===== src/rtl/data_ram_arbiter_pkg.sv =====
`default_nettype none
// ============================================================================
// Module   : data_ram_arbiter_pkg
// Purpose  : Operation encodings shared by the data RAM arbiter and its users.
// Revision : 1.0 - initial release
// ============================================================================
package data_ram_arbiter_pkg;

    localparam int DRA_OP_W = 2;

    localparam logic [DRA_OP_W-1:0] DRA_OP_READ  = 2'b00;
    localparam logic [DRA_OP_W-1:0] DRA_OP_WRITE = 2'b01;
    localparam logic [DRA_OP_W-1:0] DRA_OP_ADD   = 2'b10;
    localparam logic [DRA_OP_W-1:0] DRA_OP_RSVD  = 2'b11;

    // Every op except WRITE returns data (READ, ADD and the reserved code).
    function automatic logic dra_op_returns_data(input logic [DRA_OP_W-1:0] op);
        return (op != DRA_OP_WRITE);
    endfunction

    // Ops that store into the RAM.
    function automatic logic dra_op_writes_ram(input logic [DRA_OP_W-1:0] op);
        return (op == DRA_OP_WRITE) || (op == DRA_OP_ADD);
    endfunction

endpackage : data_ram_arbiter_pkg
`default_nettype wire


===== src/rtl/dra_wait_counter.sv =====
`default_nettype none
// ============================================================================
// Module   : dra_wait_counter
// Purpose  : Saturating stall counter for the port-1 starvation guard.
//            Clear has priority over increment.
// Revision : 1.0 - initial release
// ============================================================================
module dra_wait_counter #(
    parameter int MAX_WAIT = 4,
    parameter int CNT_W    = $clog2(MAX_WAIT + 1)
) (
    input  logic             clk,
    input  logic             rst_n,
    input  logic             inc,
    input  logic             clr,
    output logic [CNT_W-1:0] count,
    output logic             at_max
);

    localparam logic [CNT_W-1:0] C_MAX = CNT_W'(MAX_WAIT);

    logic [CNT_W-1:0] r_count;

    // Count stalled cycles, stopping at MAX_WAIT until cleared.
    always_ff @(posedge clk) begin
        if (!rst_n) begin
            r_count <= '0;
        end else if (clr) begin
            r_count <= '0;
        end else if (inc && (r_count != C_MAX)) begin
            r_count <= r_count + 1'b1;
        end
    end

    assign count  = r_count;
    assign at_max = (r_count == C_MAX);

endmodule : dra_wait_counter
`default_nettype wire


===== src/rtl/data_ram_arbiter.sv =====
`default_nettype none
// ============================================================================
// Module   : data_ram_arbiter
// Purpose  : Shares the single-port data RAM between the CPU datapath (p0)
//            and the host/debug loader (p1). One accept per cycle, p0 has
//            priority. READ/ADD data is returned registered one cycle later;
//            ADD performs a read-modify-write in a single RAM cycle.
//            Optional macro DRA_STARVE_GUARD_EN forces a p1 grant after
//            MAX_WAIT stalled cycles.
// Revision : 1.0 - initial release
// ============================================================================
module data_ram_arbiter
    import data_ram_arbiter_pkg::*;
#(
    parameter int DADDR_WIDTH = 15,
    parameter int DATA_WIDTH  = 8,
    parameter int MAX_WAIT    = 4
) (
    input  logic                   clk,
    input  logic                   rst_n,

    input  logic                   p0_valid,
    output logic                   p0_ready,
    input  logic [DRA_OP_W-1:0]    p0_op,
    input  logic [DADDR_WIDTH-1:0] p0_addr,
    input  logic [DATA_WIDTH-1:0]  p0_wdata,
    output logic                   p0_rvalid,
    output logic [DATA_WIDTH-1:0]  p0_rdata,

    input  logic                   p1_valid,
    output logic                   p1_ready,
    input  logic [DRA_OP_W-1:0]    p1_op,
    input  logic [DADDR_WIDTH-1:0] p1_addr,
    input  logic [DATA_WIDTH-1:0]  p1_wdata,
    output logic                   p1_rvalid,
    output logic [DATA_WIDTH-1:0]  p1_rdata,

    output logic [DADDR_WIDTH-1:0] ram_address,
    output logic [DATA_WIDTH-1:0]  ram_data_in,
    output logic                   ram_write,
    input  logic [DATA_WIDTH-1:0]  ram_data_out
);

    logic                   w_force1;
    logic                   w_grant0;
    logic                   w_grant1;
    logic                   w_any_grant;
    logic [DRA_OP_W-1:0]    w_sel_op;
    logic [DADDR_WIDTH-1:0] w_sel_addr;
    logic [DATA_WIDTH-1:0]  w_sel_wdata;

    logic [DADDR_WIDTH-1:0] r_last_addr;
    logic                   r_p0_rvalid;
    logic                   r_p1_rvalid;
    logic [DATA_WIDTH-1:0]  r_p0_rdata;
    logic [DATA_WIDTH-1:0]  r_p1_rdata;

`ifdef DRA_STARVE_GUARD_EN
    localparam int C_CNT_W = $clog2(MAX_WAIT + 1);

    logic [C_CNT_W-1:0] w_wait_count;
    logic               w_wait_at_max;

    // Stall = p1 asking but not granted; any p1 accept or withdrawal restarts.
    dra_wait_counter #(
        .MAX_WAIT (MAX_WAIT),
        .CNT_W    (C_CNT_W)
    ) u_wait_counter (
        .clk    (clk),
        .rst_n  (rst_n),
        .inc    (p1_valid & ~w_grant1),
        .clr    (w_grant1 | ~p1_valid),
        .count  (w_wait_count),
        .at_max (w_wait_at_max)
    );

    assign w_force1 = w_wait_at_max & p1_valid;
`else
    assign w_force1 = 1'b0;
`endif

    // Priority grant; nothing is granted while reset is held.
    always_comb begin
        w_grant0 = 1'b0;
        w_grant1 = 1'b0;
        if (rst_n) begin
            if (w_force1) begin
                w_grant1 = 1'b1;
            end else if (p0_valid) begin
                w_grant0 = 1'b1;
            end else if (p1_valid) begin
                w_grant1 = 1'b1;
            end
        end
    end

    assign w_any_grant = w_grant0 | w_grant1;
    assign p0_ready    = w_grant0;
    assign p1_ready    = w_grant1;

    // Route the winning request's fields to the RAM side.
    always_comb begin
        w_sel_op    = p0_op;
        w_sel_addr  = p0_addr;
        w_sel_wdata = p0_wdata;
        if (w_grant1) begin
            w_sel_op    = p1_op;
            w_sel_addr  = p1_addr;
            w_sel_wdata = p1_wdata;
        end
    end

    // ADD reads the old value combinationally and writes the sum back in the same cycle.
    assign ram_address = w_any_grant ? w_sel_addr : r_last_addr;
    assign ram_write   = w_any_grant & dra_op_writes_ram(w_sel_op);
    assign ram_data_in = (w_sel_op == DRA_OP_ADD) ? (ram_data_out + w_sel_wdata) : w_sel_wdata;

    // Capture read data for the granted port and remember the last granted address.
    always_ff @(posedge clk) begin
        if (!rst_n) begin
            r_last_addr <= '0;
            r_p0_rvalid <= 1'b0;
            r_p1_rvalid <= 1'b0;
            r_p0_rdata  <= '0;
            r_p1_rdata  <= '0;
        end else begin
            r_p0_rvalid <= w_grant0 & dra_op_returns_data(w_sel_op);
            r_p1_rvalid <= w_grant1 & dra_op_returns_data(w_sel_op);
            if (w_grant0 && dra_op_returns_data(w_sel_op)) begin
                r_p0_rdata <= ram_data_out;
            end
            if (w_grant1 && dra_op_returns_data(w_sel_op)) begin
                r_p1_rdata <= ram_data_out;
            end
            if (w_any_grant) begin
                r_last_addr <= w_sel_addr;
            end
        end
    end

    // A pending response is suppressed as soon as reset is asserted.
    assign p0_rvalid = r_p0_rvalid & rst_n;
    assign p1_rvalid = r_p1_rvalid & rst_n;
    assign p0_rdata  = r_p0_rdata;
    assign p1_rdata  = r_p1_rdata;

endmodule : data_ram_arbiter
`default_nettype wire

===== config.mk =====
export PLATFORM = sky130hd
export DESIGN_NAME = data_ram_arbiter
export DESIGN_NICKNAME = d
export VERILOG_FILES = /design/src/rtl/data_ram_arbiter_pkg.sv /design/src/rtl/dra_wait_counter.sv /design/src/rtl/data_ram_arbiter.sv
export SDC_FILE = /design/constraint.sdc
export NUM_CORES = 1
export LEC_CHECK = 0
export BUFFER_PORTS_ARGS = -buffer_cell sky130_fd_sc_hd__buf_2
export CAP_MARGIN = 30
export CORE_MARGIN = 1.5
export CORE_UTILIZATION = 49
export CTS_CLUSTER_SIZE = 40
export DETAILED_ROUTE_END_ITERATION = 6
export PLACE_DENSITY = 0.93
export SLEW_MARGIN = 20
export SYNTH_ARGS = -nofsm -noshare
export SYNTH_HDL_FRONTEND = slang
export SYNTH_HIERARCHICAL = 1
export SYNTH_SLANG_ARGS = --single-unit

===== constraint.sdc =====
create_clock -name clk -period 3.02 [get_ports clk]
set_input_delay 0.151 -clock clk [delete_from_list [all_inputs] [get_ports clk]]
set_output_delay 0.151 -clock clk [all_outputs]
set_load 0.02 [all_outputs]

==> results_dict.tcl <==
set metrics [dict create \
    p_leak_nw 1.31 \
    max_clock_freq_ghz 0.362 \
    finalSetupViolations 0 \
    ys_seq_area_frac 0.323 \
    synth_cell_types 40 \
    drc 0 \
    grt_max_degree 66 \
    syn_nets 329 \
    grt_pass1_wl_um 7560 \
    startpoint_type "input pin" \
    relSlewSlack 0.638 \
    cts_tree "built" \
    dpl.hpwl_um 3920 \
    drive_above_1_share 0.364 \
    hold_class "in -> reg" \
    num_rows 23 \
    dieWidth_um 67.6 \
    htreeDepth 2 \
    start_util 0.512 \
    gp_congestion 0.836 \
    core_um2 4000 \
    avgSynthCellArea_um2 8.00 \
    tightest_slew_ns 0.542 \
    drtPass1Iterations 4 \
    syn-cell-area_um2 2050 \
    clock_path_buffers 2 \
    root_buffer "clkbuf_8" \
    max_stage_delay_ns 0.36 \
    synth-seq-cells 33 \
    first_iter_violations 88 \
    status "complete, no violations" \
    grt_pass1_vias 1769 \
    antenna_found_initial 0 \
    crit_chain "buf_2 -> nand3b_1 -> buf_4 -> mux2_2 -> ha_1 -> a21oi_1 -> nand4b_1 -> a21o_2 -> o211ai_1 -> xnor2_1 -> buf_2" \
    numPortBuffers 105 \
    finalCriticalPeriod_ns 2.76 \
    layout.nets 429 \
    final.setup.tns_ns 0 \
    clock_latency_ns 0.28 \
    ant_nets 0 \
    ioPinCount 106 \
    cp_slowest_cell "nand3b_1" \
    p_total_w 0.00116 \
    viasPerCell 5.27 \
    slew_violations 0 \
    cts_resized 0 \
    cts_inserted_buffers 5 \
    critPathKind "in -> out" \
    routedWlPerCell_um 12.7 \
    crit_top_cell "buf_2" \
    utilization 0.666 \
    end_kind "primary output" \
    clk_pin_slew_ns 0.07 \
    dp_cells 399 \
    yosys_warnings 6 \
    power-per-cell-area_nw_per_um2 435 \
    grt.total_usage 0.220 \
    detail_route.wirelength_um 5170 \
    cp_num_buf_inv 3 \
    critPathMaxFanout 7 \
    crit_required_ns 2.87 \
    crit_arrival_ns 2.61 \
    die_h_um 67.6 \
    hold_viol_final 0 \
    fp.dieArea_um2 4570 \
    cts_sinks 33 \
    syn_inst 256 \
    areaGrowthSynthToFinish_pct 30.1 \
    post_cts_buffers 0 \
    hold_buffers 0 \
    fin_cells 407 \
    antennaDiodeCount 0 \
    max_cap_violations 0 \
    grt-ovfl-total 0 \
    clock_skew_ns 0 \
    critical_path.top_delay_family "buffers and inverters" \
    rsz0062_at_grt "false" \
    ir_drop_mv 0.207 \
    vias 2144 \
    min_period_over_period 0.915 \
]
worst min-delay path, stage by stage:
cell and delay [ns]:
buf_2 0.10, nand2_1 0.04, o21ai_0 0.05
synth_stat cells:
cell type | instances | area [um2]
a211oi_1 | 1 | 7.51
a21boi_1 | 7 | 52.6
a21boi_2 | 1 | 11.3
a21o_1 | 3 | 22.5
a21o_2 | 1 | 8.76
a21oi_1 | 22 | 110
a31oi_1 | 1 | 6.26
and2_1 | 17 | 106
and3_1 | 1 | 6.26
and3b_1 | 1 | 8.76
buf_1 | 1 | 3.75
buf_2 | 5 | 25.0
buf_4 | 3 | 22.5
buf_6 | 2 | 22.5
clkbuf_1 | 6 | 22.5
clkinv_8 | 1 | 16.3
dfxtp_1 | 33 | 661
fa_1 | 1 | 20.0
ha_1 | 10 | 125
inv_1 | 4 | 15.0
inv_2 | 1 | 3.75
mux2_2 | 4 | 45.0
mux2_4 | 3 | 45.0
mux2i_1 | 2 | 20.0
nand2_1 | 44 | 165
nand2_2 | 1 | 6.26
nand3_1 | 1 | 5.00
nand3b_1 | 16 | 120
nand4b_1 | 2 | 17.5
nor2_1 | 8 | 30.0
nor3_1 | 1 | 5.00
nor3b_1 | 1 | 7.51
nor4b_1 | 1 | 8.76
o211ai_1 | 1 | 7.51
o21ai_0 | 27 | 135
o21bai_1 | 1 | 7.51
o22ai_1 | 15 | 93.8
or2_1 | 1 | 6.26
xnor2_1 | 2 | 17.5
xor2_1 | 3 | 26.3
power breakdown:
group / total (W) / switching (W) / internal, W
combinational: 0.000367 / 0.000214 / 0.000153
sequential: 0.000475 / 0.0000118 / 0.000463
clock: 0.000315 / 0.000156 / 0.000159
total: 0.00116 / 0.000382 / 0.000775
worst paths after layout:
kind | startpoint | to | slack (ns) | cells after the start
min reg2reg | p1_rdata[6] | p1_rdata[6] | 0.45 | 2
min | ram_data_out[2] | p0_rdata[2] | 0.10 | 3
max | p0_valid | ram_data_in[7] | 0.26 | 11
max reg2reg | r_last_addr[11] | r_last_addr[11] | 2.17 | 3
routing by layer:
metal / wire length (um) / track usage / vias up
met4: 97 / 0.0816 / 0
met3: 473 / 0.0583 / 11
met2: 2340 / 0.387 / 108
met5: 0 / 0 / -
met1: 2260 / 0.253 / 933
li1: - / - / 1092
layout by cell type (no fill, tap or decap), types with 2 or more instances in the layout:
cell type	instances
nand4b_1	2
a21o_1	3
nor2_1	8
nand2_1	44
xnor2_1	2
inv_1	4
mux2i_1	2
a21boi_1	7
clkbuf_8	5
o22ai_1	15
clkinv_2	2
a21oi_1	22
mux2_2	4
ha_1	10
buf_4	5
mux2_4	3
o21ai_0	27
nand3b_1	16
dfxtp_1	33
buf_2	105
and2_1	17
xor2_1	3
cells by family (layout without fill, tap and decap cells):
family,count (synthesis),in the layout,synth area share
xor gates and xnor gates,5,5,0.0214
and+or+nand+nor,95,95,0.241
AOI/OAI and AO/OA,80,80,0.226
DFF,33,33,0.323
buffers and inverters,23,124,0.0642
adders and majority gates,11,11,0.0709
muxes,9,9,0.0538
flip-flops by register name (all words and copies together) (netlist names):
| name | count |
|---|---|
| p0_rdata | 8 |
| p1_rdata | 8 |
| r_last_addr | 15 |
| r_p0_rvalid | 1 |
| r_p1_rvalid | 1 |
area by class of cell:
| cell class | instances | area, um2 |
|---|---|---|
| flip-flops and latches | 33 | 661 |
| fillers | 337 | 1340 |
| clock inverters | 3 | 17.5 |
| clock buffers | 5 | 68.8 |
| multi-input cells | 200 | 1250 |
| repair buffers | 110 | 563 |
| inverters | 6 | 35.0 |
| well taps | 50 | 62.6 |
metrics by stage:
stage	hold WS, ns	instance area [um2]	worst slack (ns)
finish	0.103	2660	0.258
global route	0.120	2660	0.117
CTS	0.0963	2660	0.310
detailed placement	0.394	2580	0.331
global placement	0.392	2580	0.439
floorplan	0.260	2050	0.540
Note: power is estimated with default switching activity, not from simulation.
